File: config.mk
export PLATFORM = sky130hd
export DESIGN_NAME = multicycle_controller_flat
export DESIGN_NICKNAME = d
export VERILOG_FILES = /design/src/rtl/multicycle_controller_if.sv /design/src/rtl/multicycle_controller.sv /design/src/flat_wrapper.sv
export SDC_FILE = /design/constraint.sdc
export NUM_CORES = 1
export LEC_CHECK = 0
export BUFFER_PORTS_ARGS = -buffer_cell sky130_fd_sc_hd__buf_2
export CORE_MARGIN = 2
export CORE_UTILIZATION = 41
export CTS_BUF_LIST = sky130_fd_sc_hd__clkbuf_2
export DETAILED_ROUTE_END_ITERATION = 8
export PLACE_DENSITY_LB_ADDON = 0.3
export RECOVER_POWER = 25
export SLEW_MARGIN = 20
export SYNTH_ARGS = -nofsm -noshare
export SYNTH_HDL_FRONTEND = slang
export SYNTH_SLANG_ARGS = --single-unit
export TNS_END_PERCENT = 100
File: constraint.sdc
create_clock -name clk -period 2 [get_ports clk]
set_input_delay 0.4 -clock clk [delete_from_list [all_inputs] [get_ports clk]]
set_output_delay 0.4 -clock clk [all_outputs]
set_load 0.05 [all_outputs]
File: src/rtl/multicycle_controller_if.sv
// Control/handshake bundle between the multicycle controller and the Yu Core datapath.
interface multicycle_controller_if #(
  parameter int unsigned XLEN = 32
);
  logic [6:0]      opcode;
  logic [2:0]      f3;
  logic            f7b5;
  logic            aluZero;
  logic            memReady;
  logic            memReadEnable;
  logic            memWriteEnable;
  logic            memAddrSrc;
  logic            irWriteEnable;
  logic            pcWriteEnable;
  logic [1:0]      pcSrc;
  logic            regWriteEnable;
  logic [1:0]      resultSrc;
  logic            aluSrcB;
  logic [3:0]      aluControl;
  logic            halted;
  logic [XLEN-1:0] instret;

  // Controller side: consumes instruction fields and status, drives controls.
  modport master (
    input  opcode, f3, f7b5, aluZero, memReady,
    output memReadEnable, memWriteEnable, memAddrSrc, irWriteEnable,
           pcWriteEnable, pcSrc, regWriteEnable, resultSrc, aluSrcB,
           aluControl, halted, instret
  );

  // Datapath/memory side.
  modport slave (
    output opcode, f3, f7b5, aluZero, memReady,
    input  memReadEnable, memWriteEnable, memAddrSrc, irWriteEnable,
           pcWriteEnable, pcSrc, regWriteEnable, resultSrc, aluSrcB,
           aluControl, halted, instret
  );
endinterface

File: src/rtl/multicycle_controller.sv
// Multicycle RV32I control unit: sequences fetch/decode/execute/memory/writeback,
// stalls on memReady, counts retired instructions and halts on illegal encodings.
module multicycle_controller #(
  parameter int unsigned XLEN = 32
) (
  input  logic clk,
  input  logic rst,
  multicycle_controller_if.master bus
);

  localparam logic [6:0] OPC_LOAD   = 7'b0000011;
  localparam logic [6:0] OPC_STORE  = 7'b0100011;
  localparam logic [6:0] OPC_IMM    = 7'b0010011;
  localparam logic [6:0] OPC_REG    = 7'b0110011;
  localparam logic [6:0] OPC_BRANCH = 7'b1100011;
  localparam logic [6:0] OPC_JAL    = 7'b1101111;
  localparam logic [6:0] OPC_LUI    = 7'b0110111;

  localparam logic [3:0] ALU_ADD  = 4'd0;
  localparam logic [3:0] ALU_SUB  = 4'd1;
  localparam logic [3:0] ALU_AND  = 4'd2;
  localparam logic [3:0] ALU_OR   = 4'd3;
  localparam logic [3:0] ALU_XOR  = 4'd4;
  localparam logic [3:0] ALU_SLT  = 4'd5;
  localparam logic [3:0] ALU_SLTU = 4'd6;
  localparam logic [3:0] ALU_SLL  = 4'd7;
  localparam logic [3:0] ALU_SRL  = 4'd8;
  localparam logic [3:0] ALU_SRA  = 4'd9;

  typedef enum logic [2:0] {
    S_START     = 3'd0,
    S_FETCH     = 3'd1,
    S_DECODE    = 3'd2,
    S_EXECUTE   = 3'd3,
    S_MEMORY    = 3'd4,
    S_WRITEBACK = 3'd5,
    S_HALT      = 3'd6
  } state_t;

  state_t          state;
  logic [6:0]      op_q;
  logic [2:0]      f3_q;
  logic            f7b5_q;
  logic [XLEN-1:0] instret_q;
  logic            retire_c;

  // Legal encodings of the supported RV32I subset.
  function automatic logic is_legal(input logic [6:0] op, input logic [2:0] fn3);
    case (op)
      OPC_LOAD, OPC_STORE:                 return fn3 == 3'b010;
      OPC_IMM, OPC_REG, OPC_JAL, OPC_LUI:  return 1'b1;
      OPC_BRANCH:                          return fn3[2:1] == 2'b00;
      default:                             return 1'b0;
    endcase
  endfunction

  // funct3 to ALU operation; alt (instr[30]) picks SUB only for register ops.
  function automatic logic [3:0] alu_map(input logic [2:0] fn3, input logic alt,
                                         input logic is_reg);
    case (fn3)
      3'b000:  return (is_reg && alt) ? ALU_SUB : ALU_ADD;
      3'b001:  return ALU_SLL;
      3'b010:  return ALU_SLT;
      3'b011:  return ALU_SLTU;
      3'b100:  return ALU_XOR;
      3'b101:  return alt ? ALU_SRA : ALU_SRL;
      3'b110:  return ALU_OR;
      default: return ALU_AND;
    endcase
  endfunction

  logic is_load, is_store, is_imm, is_reg, is_branch, is_jal, is_lui;
  assign is_load   = (op_q == OPC_LOAD);
  assign is_store  = (op_q == OPC_STORE);
  assign is_imm    = (op_q == OPC_IMM);
  assign is_reg    = (op_q == OPC_REG);
  assign is_branch = (op_q == OPC_BRANCH);
  assign is_jal    = (op_q == OPC_JAL);
  assign is_lui    = (op_q == OPC_LUI);

  // State sequencing, instruction field latch and retired-instruction counter.
  always_ff @(posedge clk or posedge rst) begin
    if (rst) begin
      state     <= S_START;
      op_q      <= '0;
      f3_q      <= '0;
      f7b5_q    <= 1'b0;
      instret_q <= '0;
    end else begin
      case (state)
        S_START:   state <= S_FETCH;
        S_FETCH:   if (bus.memReady) state <= S_DECODE;
        S_DECODE: begin
          op_q   <= bus.opcode;
          f3_q   <= bus.f3;
          f7b5_q <= bus.f7b5;
          state  <= is_legal(bus.opcode, bus.f3) ? S_EXECUTE : S_HALT;
        end
        S_EXECUTE: begin
          if (is_load || is_store)       state <= S_MEMORY;
          else if (is_branch || is_jal)  state <= S_FETCH;
          else                           state <= S_WRITEBACK;
        end
        S_MEMORY:    if (bus.memReady) state <= is_load ? S_WRITEBACK : S_FETCH;
        S_WRITEBACK: state <= S_FETCH;
        S_HALT:      state <= S_HALT;
        default:     state <= S_START;
      endcase
      if (retire_c) instret_q <= instret_q + XLEN'(1);
    end
  end

  assign bus.instret = instret_q;

  // Control decode from state and latched fields; memReady/aluZero feed through where needed.
  always_comb begin
    bus.memReadEnable  = 1'b0;
    bus.memWriteEnable = 1'b0;
    bus.memAddrSrc     = 1'b0;
    bus.irWriteEnable  = 1'b0;
    bus.pcWriteEnable  = 1'b0;
    bus.pcSrc          = 2'd0;
    bus.regWriteEnable = 1'b0;
    bus.resultSrc      = 2'd0;
    bus.aluSrcB        = 1'b0;
    bus.aluControl     = ALU_ADD;
    bus.halted         = 1'b0;
    retire_c           = 1'b0;
    case (state)
      S_FETCH: begin
        bus.memReadEnable = 1'b1;
        bus.irWriteEnable = bus.memReady;
        bus.pcWriteEnable = bus.memReady;
      end
      S_EXECUTE: begin
        if (is_reg) begin
          bus.aluControl = alu_map(f3_q, f7b5_q, 1'b1);
        end else if (is_imm) begin
          bus.aluSrcB    = 1'b1;
          bus.aluControl = alu_map(f3_q, f7b5_q, 1'b0);
        end else if (is_load || is_store) begin
          bus.aluSrcB = 1'b1;
        end else if (is_branch) begin
          bus.aluControl    = ALU_SUB;
          bus.pcSrc         = 2'd1;
          bus.pcWriteEnable = bus.aluZero ^ f3_q[0];
          retire_c          = 1'b1;
        end else if (is_jal) begin
          bus.pcWriteEnable  = 1'b1;
          bus.pcSrc          = 2'd1;
          bus.regWriteEnable = 1'b1;
          bus.resultSrc      = 2'd2;
          retire_c           = 1'b1;
        end
      end
      S_MEMORY: begin
        bus.memAddrSrc     = 1'b1;
        bus.aluSrcB        = 1'b1;
        bus.memReadEnable  = is_load;
        bus.memWriteEnable = is_store;
        retire_c           = is_store && bus.memReady;
      end
      S_WRITEBACK: begin
        bus.regWriteEnable = 1'b1;
        retire_c           = 1'b1;
        if (is_load)      bus.resultSrc = 2'd1;
        else if (is_lui)  bus.resultSrc = 2'd3;
        if (is_reg) begin
          bus.aluControl = alu_map(f3_q, f7b5_q, 1'b1);
        end else if (is_imm) begin
          bus.aluSrcB    = 1'b1;
          bus.aluControl = alu_map(f3_q, f7b5_q, 1'b0);
        end
      end
      S_HALT:  bus.halted = 1'b1;
      default: ;
    endcase
  end

endmodule
File: src/flat_wrapper.sv
// flat-port wrapper written by rule: the top's interface ports become plain ports
module multicycle_controller_flat 
#(
  parameter int unsigned XLEN = 32
)
  (clk, rst, bus_opcode, bus_f3, bus_f7b5, bus_aluZero, bus_memReady, bus_memReadEnable, bus_memWriteEnable, bus_memAddrSrc, bus_irWriteEnable, bus_pcWriteEnable, bus_pcSrc, bus_regWriteEnable, bus_resultSrc, bus_aluSrcB, bus_aluControl, bus_halted, bus_instret);
  multicycle_controller_if #(.XLEN(XLEN)) bus_i ();
  input  logic clk;
  input  logic rst;
  input wire logic [$bits(bus_i.opcode)-1:0] bus_opcode;
  input wire logic [$bits(bus_i.f3)-1:0] bus_f3;
  input wire logic [$bits(bus_i.f7b5)-1:0] bus_f7b5;
  input wire logic [$bits(bus_i.aluZero)-1:0] bus_aluZero;
  input wire logic [$bits(bus_i.memReady)-1:0] bus_memReady;
  output wire logic [$bits(bus_i.memReadEnable)-1:0] bus_memReadEnable;
  output wire logic [$bits(bus_i.memWriteEnable)-1:0] bus_memWriteEnable;
  output wire logic [$bits(bus_i.memAddrSrc)-1:0] bus_memAddrSrc;
  output wire logic [$bits(bus_i.irWriteEnable)-1:0] bus_irWriteEnable;
  output wire logic [$bits(bus_i.pcWriteEnable)-1:0] bus_pcWriteEnable;
  output wire logic [$bits(bus_i.pcSrc)-1:0] bus_pcSrc;
  output wire logic [$bits(bus_i.regWriteEnable)-1:0] bus_regWriteEnable;
  output wire logic [$bits(bus_i.resultSrc)-1:0] bus_resultSrc;
  output wire logic [$bits(bus_i.aluSrcB)-1:0] bus_aluSrcB;
  output wire logic [$bits(bus_i.aluControl)-1:0] bus_aluControl;
  output wire logic [$bits(bus_i.halted)-1:0] bus_halted;
  output wire logic [$bits(bus_i.instret)-1:0] bus_instret;
  assign bus_i.opcode = bus_opcode;
  assign bus_i.f3 = bus_f3;
  assign bus_i.f7b5 = bus_f7b5;
  assign bus_i.aluZero = bus_aluZero;
  assign bus_i.memReady = bus_memReady;
  assign bus_memReadEnable = bus_i.memReadEnable;
  assign bus_memWriteEnable = bus_i.memWriteEnable;
  assign bus_memAddrSrc = bus_i.memAddrSrc;
  assign bus_irWriteEnable = bus_i.irWriteEnable;
  assign bus_pcWriteEnable = bus_i.pcWriteEnable;
  assign bus_pcSrc = bus_i.pcSrc;
  assign bus_regWriteEnable = bus_i.regWriteEnable;
  assign bus_resultSrc = bus_i.resultSrc;
  assign bus_aluSrcB = bus_i.aluSrcB;
  assign bus_aluControl = bus_i.aluControl;
  assign bus_halted = bus_i.halted;
  assign bus_instret = bus_i.instret;
  multicycle_controller #(.XLEN(XLEN)) u_core (.clk(clk), .rst(rst), .bus(bus_i));
endmodule
After elaboration in Yosys (flattened, before gate mapping):

Index checks and enable logic that the tools add are counted.

* add/subtract/negate cells: 1
* multiply operators: 0
* divide/modulo/power cells: 0
* $lt $le $gt $ge: 0
* eq/ne operators: 29
* shifts and indexed selects: 0
* mux-type cells: 61
* bitwise operators: 1
* reduce and logical (&&, ||, !) cells: 10

Operators by type and width (number)
* 4-bit case mux with 7 select lines: 2
* 7-bit by 6-bit == test with 1-bit output, second input constant: 6
* 32-bit by 1-bit adder with 32-bit output, second input constant: 1
* 7-bit == test, second input constant: 4
* 1-bit 2-to-1 mux: 27
* 2-bit 2-to-1 mux: 12
* 4-bit 2-to-1 mux: 5
* 3-bit == test, second input constant: 6
* 3-bit 2-to-1 mux: 6
* 3-bit case mux with 6 select lines: 1
* 3-bit by 2-bit == test with 1-bit output, second input constant: 5
* 7-bit by 2-bit == test with 1-bit output, second input constant: 2
* 7-bit by 5-bit == test with 1-bit output, second input constant: 2
* 1-bit case mux with 3 select lines: 3
* 4-bit case mux with 2 select lines: 1
* 3-bit by 1-bit == test with 1-bit output, second input constant: 2
* 3-bit logical NOT: 2
* 1-bit case mux with 2 select lines: 3
* 2-bit inequality test, second input constant: 2
* 2-bit case mux with 2 select lines: 1
* 2-bit OR reduction: 2
* 4-bit OR reduction: 1
* 2-bit logical NOT: 1
* 1-bit logical OR: 2
* other kinds (3): 3

* register bits after elaboration: 46
* bits in latches: 0
* RAM bits: 0
* memory bits (read-only): 0
* input port bits: 15
* output and inout port bits: 48
* logic and storage cells: 107
* memories: 0

Logic depth before layout (Yosys ltp):

* depth after elaboration: 7
* depth in mapped cells: 7
* gate-level depth less buffers: 5

Worst setup path after synthesis:

OpenSTA, ideal clock, no wires.

* path type: reg2out
* from: reg u_core.op_q[2]
* to: out bus_aluControl[3]
* data arrival time: 2.486 ns
* required time: 1.600 ns
* slack: -0.886 ns
* cell stages (with the launch flop): 5
* path buffers: 1
* cell sequence: dfrtp_1 buf_6 nor4_1 nand4_1 nor4_1

* longest elaborated chain between the ends: 4
* elaborated cells on any way between the ends: 7
* classes of those cells: eq/ne (2); mux (5)

Ends and longest elaborated chain
* from (decl): RTL line multicycle_controller.sv:41 `logic [6:0] op_q;`
* from (signal assigned): RTL line multicycle_controller.sv:94 `op_q <= bus.opcode;`
* 7-bit by 5-bit == test with 1-bit output: RTL line multicycle_controller.sv:75 `assign is_imm = (op_q == OPC_IMM);`
* 4-bit 2-to-1 mux (on tied branches): RTL line multicycle_controller.sv:170, multicycle_controller.sv:138
* 4-bit 2-to-1 mux (on tied branches): RTL line multicycle_controller.sv:168, multicycle_controller.sv:136
* 4-bit case mux with 2 select lines *: RTL line multicycle_controller.sv:129 `case (state)`
* to (decl): RTL line flat_wrapper.sv:24 `output wire logic [$bits(bus_i.aluControl)-1:0] bus_aluControl;`

Mark *: on every way between the ends. The rest lies on a longest branch, timed or not.

Final worst setup path:

* from: reg u_core.op_q[4]
* to: out bus_aluControl[0]

* longest elaborated chain between the ends: 6
* elaborated cells on any way between the ends: 13
* classes of those cells: eq/ne (5); mux (7); reduce/logical (1)

Ends and longest elaborated chain
* 7-bit == test, or another cell as far along: RTL line multicycle_controller.sv:77 `assign is_branch = (op_q == OPC_BRANCH);`
* 1-bit 2-to-1 mux or 1-bit logical OR (tied branches): RTL line multicycle_controller.sv:143, multicycle_controller.sv:141
* 4-bit 2-to-1 mux: RTL line multicycle_controller.sv:141 `end else if (is_load || is_store) begin`
* 4-bit 2-to-1 mux: RTL line multicycle_controller.sv:138 `end else if (is_imm) begin`
* 4-bit 2-to-1 mux: RTL line multicycle_controller.sv:136 `if (is_reg) begin`
* 4-bit case mux with 2 select lines *: RTL line multicycle_controller.sv:129

Marks and branches as above.

==> results.cfg <==
[place]
pre_cts_ws_ns = 0.00266
gp_congestion = 0.883
dp_cells = 398
portBuffers = 61
hpwl_mm = 4.24

[run_status]
violations = negative setup slack
status = complete, but fails checks

[clocking]
clock_path_buffers = 2
cts-root-buf = clkbuf_2
clk_latency_ns = 0.41
cts_buffers = 5
clock-sinks = 46
htree_levels = 2
clkSlewWorstSetupHoldPaths_ns = 0.23
cts_tree = done

[timing]
finalSetupViolCount = 12
tns_ns = -2.28
fmax_mhz = 430
rsz0062_at_grt = yes
final_hold_viol_count = 0
post-route-period-util = 1.16
worstMarginPinSlew_ns = 1.13
fin_ws_ns = -0.327
finalClockSkew_ns = 0.0126
max_slew_margin = 0.247
maxSlewViolCount = 0
finalCriticalPeriod_ns = 2.33

[power]
finalPower_mw = 4.14
p_per_area_nw_per_um2 = 1140
p_leak_nw = 1.63
ir_worst_vdd_mv = 0.808

[synthesis]
synth-seq-cells = 46
synth-edff-count = 0
synth_ff_type = dfrtp_1
syn_avg_cell_area_um2 = 10.2
syn_nets = 266
synth.distinct_cells = 48
async_flop_share = 1.00
ys_warn_count = 0
syn-cell-area_um2 = 2540
netlist_instances = 250
yosysSeqAreaShare = 0.453

[worst_setup_path]
reg2reg_depth = 8
cp-end-kind = primary output
r2r-start = u_core.op_q[4]
cp-endpoint = bus_aluControl[0]
cp-startpoint = u_core.op_q[4]
r2r_slack_ns = 0.14
regToRegEndpoint = u_core.bus.instret[31]
critical_path_arrival_ns = 1.93
required_ns = 1.60
critPathMaxFanout = 3
crit_type = reg2out
startpoint_type = register

[finish]
nets = 363
synthToLayoutAreaGrowth_pct = 42.9
drive_above_1_share = 0.506
stdcell_count = 423
antenna_cells = 0

[global_routing]
grt_pass1_wl_mm = 9.53
overflow = 0
track_usage = 0.182
antenna_found_initial = 0
grt_pass1_vias = 2061
grt_max_degree = 47

[floorplan]
start_util = 0.426
die_h_um = 82.7
fp.dieW_um = 82.7
rows = 28
core-area_um2 = 5960
ios = 63
die-area_um2 = 6840

[routing]
drc = 0
finalWirelength_mm = 6.37
viasPerCell = 5.28
drt_iter0_markers = 99
wl_per_cell_um = 15.0
antenna_left = 0
route.vias.total = 2234
dr.pass1.iters = 4

[flow_run]
maxCapViolations = 0

[worst_hold_path]
worstHoldPathType = in2reg
-- worst max-delay path, stage by stage (launching register included) --
cell and delay, ns:
dfrtp_1 0.45, and4b_1 0.30, and2_4 0.19, nand2_4 0.06
o32ai_2 0.31, buf_6 0.21
-- state kept, by name, summed over array words and instances, names as in the netlist --
name / count
u_core.bus.instret: 32
u_core.f3_q: 3
u_core.f7b5_q: 1
u_core.op_q: 7
u_core.state: 3
-- area by class of cell --
class / instances / area [µm²]
Fill cell: 512 / 2330
Multi-Input combinational cell: 188 / 1530
Sequential cell: 46 / 1160
Timing Repair Buffer: 100 / 754
Tap cell: 75 / 93.8
Clock inverter: 2 / 37.5
Clock buffer: 6 / 30.0
Inverter: 6 / 22.5
-- power by group --
part / internal, mW / leakage (nW) / switching, mW
sequential: 1.13 / 0.596 / 0.229
combinational: 1.00 / 0.998 / 1.27
clock: 0.216 / 0.0392 / 0.298
total: 2.35 / 1.63 / 1.80
-- what timing repair did --
| action | in CTS | in global routing |
|---|---|---|
| endpoints found under the setup margin | 13 | 15 |
| buffers inserted | 9 | 11 |
| resized for setup | 58 | 33 |
| hold endpoints to repair | 0 | 0 |
| pin swaps | 15 | 13 |
| hold buffers | 0 | 0 |
-- how the worst min path moves through the flow --
stage	start	endpoint	slack [ns]	cells past startpoint
6_report	bus_f7b5	u_core.f7b5_q	0.20	2
5_1_grt	bus_f7b5	u_core.f7b5_q	0.15	2
4_1_cts	rst	u_core.bus.instret[16]	0.08	3
3_5_place_dp	u_core.bus.instret[27]	u_core.bus.instret[27]	0.48	1
3_3_place_gp	u_core.bus.instret[31]	u_core.bus.instret[31]	0.46	1
2_1_floorplan	u_core.f7b5_q	u_core.f7b5_q	0.50	1
-- cells in the final DEF (no fill, tap or decap), drive strengths merged, types with 2 or more instances in the layout --
| master | netlist | layout |
|---|---|---|
| a21oi | 6 | 6 |
| a31o | 2 | 2 |
| a31oi | 2 | 2 |
| and2 | 4 | 4 |
| and3 | 8 | 8 |
| and4 | 3 | 3 |
| buf | 8 | 99 |
| clkbuf | 2 | 7 |
| dfrtp | 46 | 46 |
| inv | 6 | 5 |
| mux2 | 10 | 10 |
| nand2 | 26 | 26 |
| nand2b | 3 | 3 |
| nand3 | 18 | 18 |
| nand4 | 12 | 12 |
| nor2 | 19 | 19 |
| nor2b | 3 | 3 |
| nor3 | 5 | 5 |
| nor4 | 4 | 4 |
| o21ai | 9 | 9 |
| o22ai | 2 | 2 |
| or3 | 2 | 2 |
| xnor2 | 31 | 31 |
| xor2 | 4 | 4 |
-- synth_stat cells (all sizes together) (4+ instances only) --
| master | number | share of area |
|---|---|---|
| dfrtp | 46 | 0.45 |
| xnor2 | 31 | 0.11 |
| nand2 | 26 | 0.038 |
| nor2 | 19 | 0.028 |
| nand3 | 18 | 0.049 |
| nand4 | 12 | 0.032 |
| mux2 | 10 | 0.044 |
| o21ai | 9 | 0.018 |
| and3 | 8 | 0.020 |
| buf | 8 | 0.029 |
| a21oi | 6 | 0.012 |
| inv | 6 | 0.0089 |
| nor3 | 5 | 0.0099 |
| and2 | 4 | 0.011 |
| nor4 | 4 | 0.0099 |
| xor2 | 4 | 0.014 |
-- cell families after synthesis --
family	synth area share
simple gates	0.254
flops	0.453
xor+xnor	0.124
compound gates	0.0734
buf+inv	0.0404
mux	0.0483
fa+ha+maj	0.00493
other cells	0.00148
-- metal layers --
layer,GRT usage,part of all wire,vias up
li1,-,-,1072
met1,0.229,0.44,1095
met2,0.299,0.50,57
met3,0.0424,0.038,10
met4,0.0803,0.018,0
met5,0,0,-
-- per-stage QoR --
stage / cell area, µm² / utilization / hold WS (ns)
5_1_grt: 3630 / 0.609 / 0.152
6_report: 3630 / 0.609 / 0.201
2_1_floorplan: 2600 / - / 0.504
4_1_cts: 3440 / 0.577 / 0.0773
3_5_place_dp: 3100 / 0.520 / 0.475
3_3_place_gp: 3100 / 0.520 / 0.458
No activity file was read; power rests on OpenSTA's default activity.
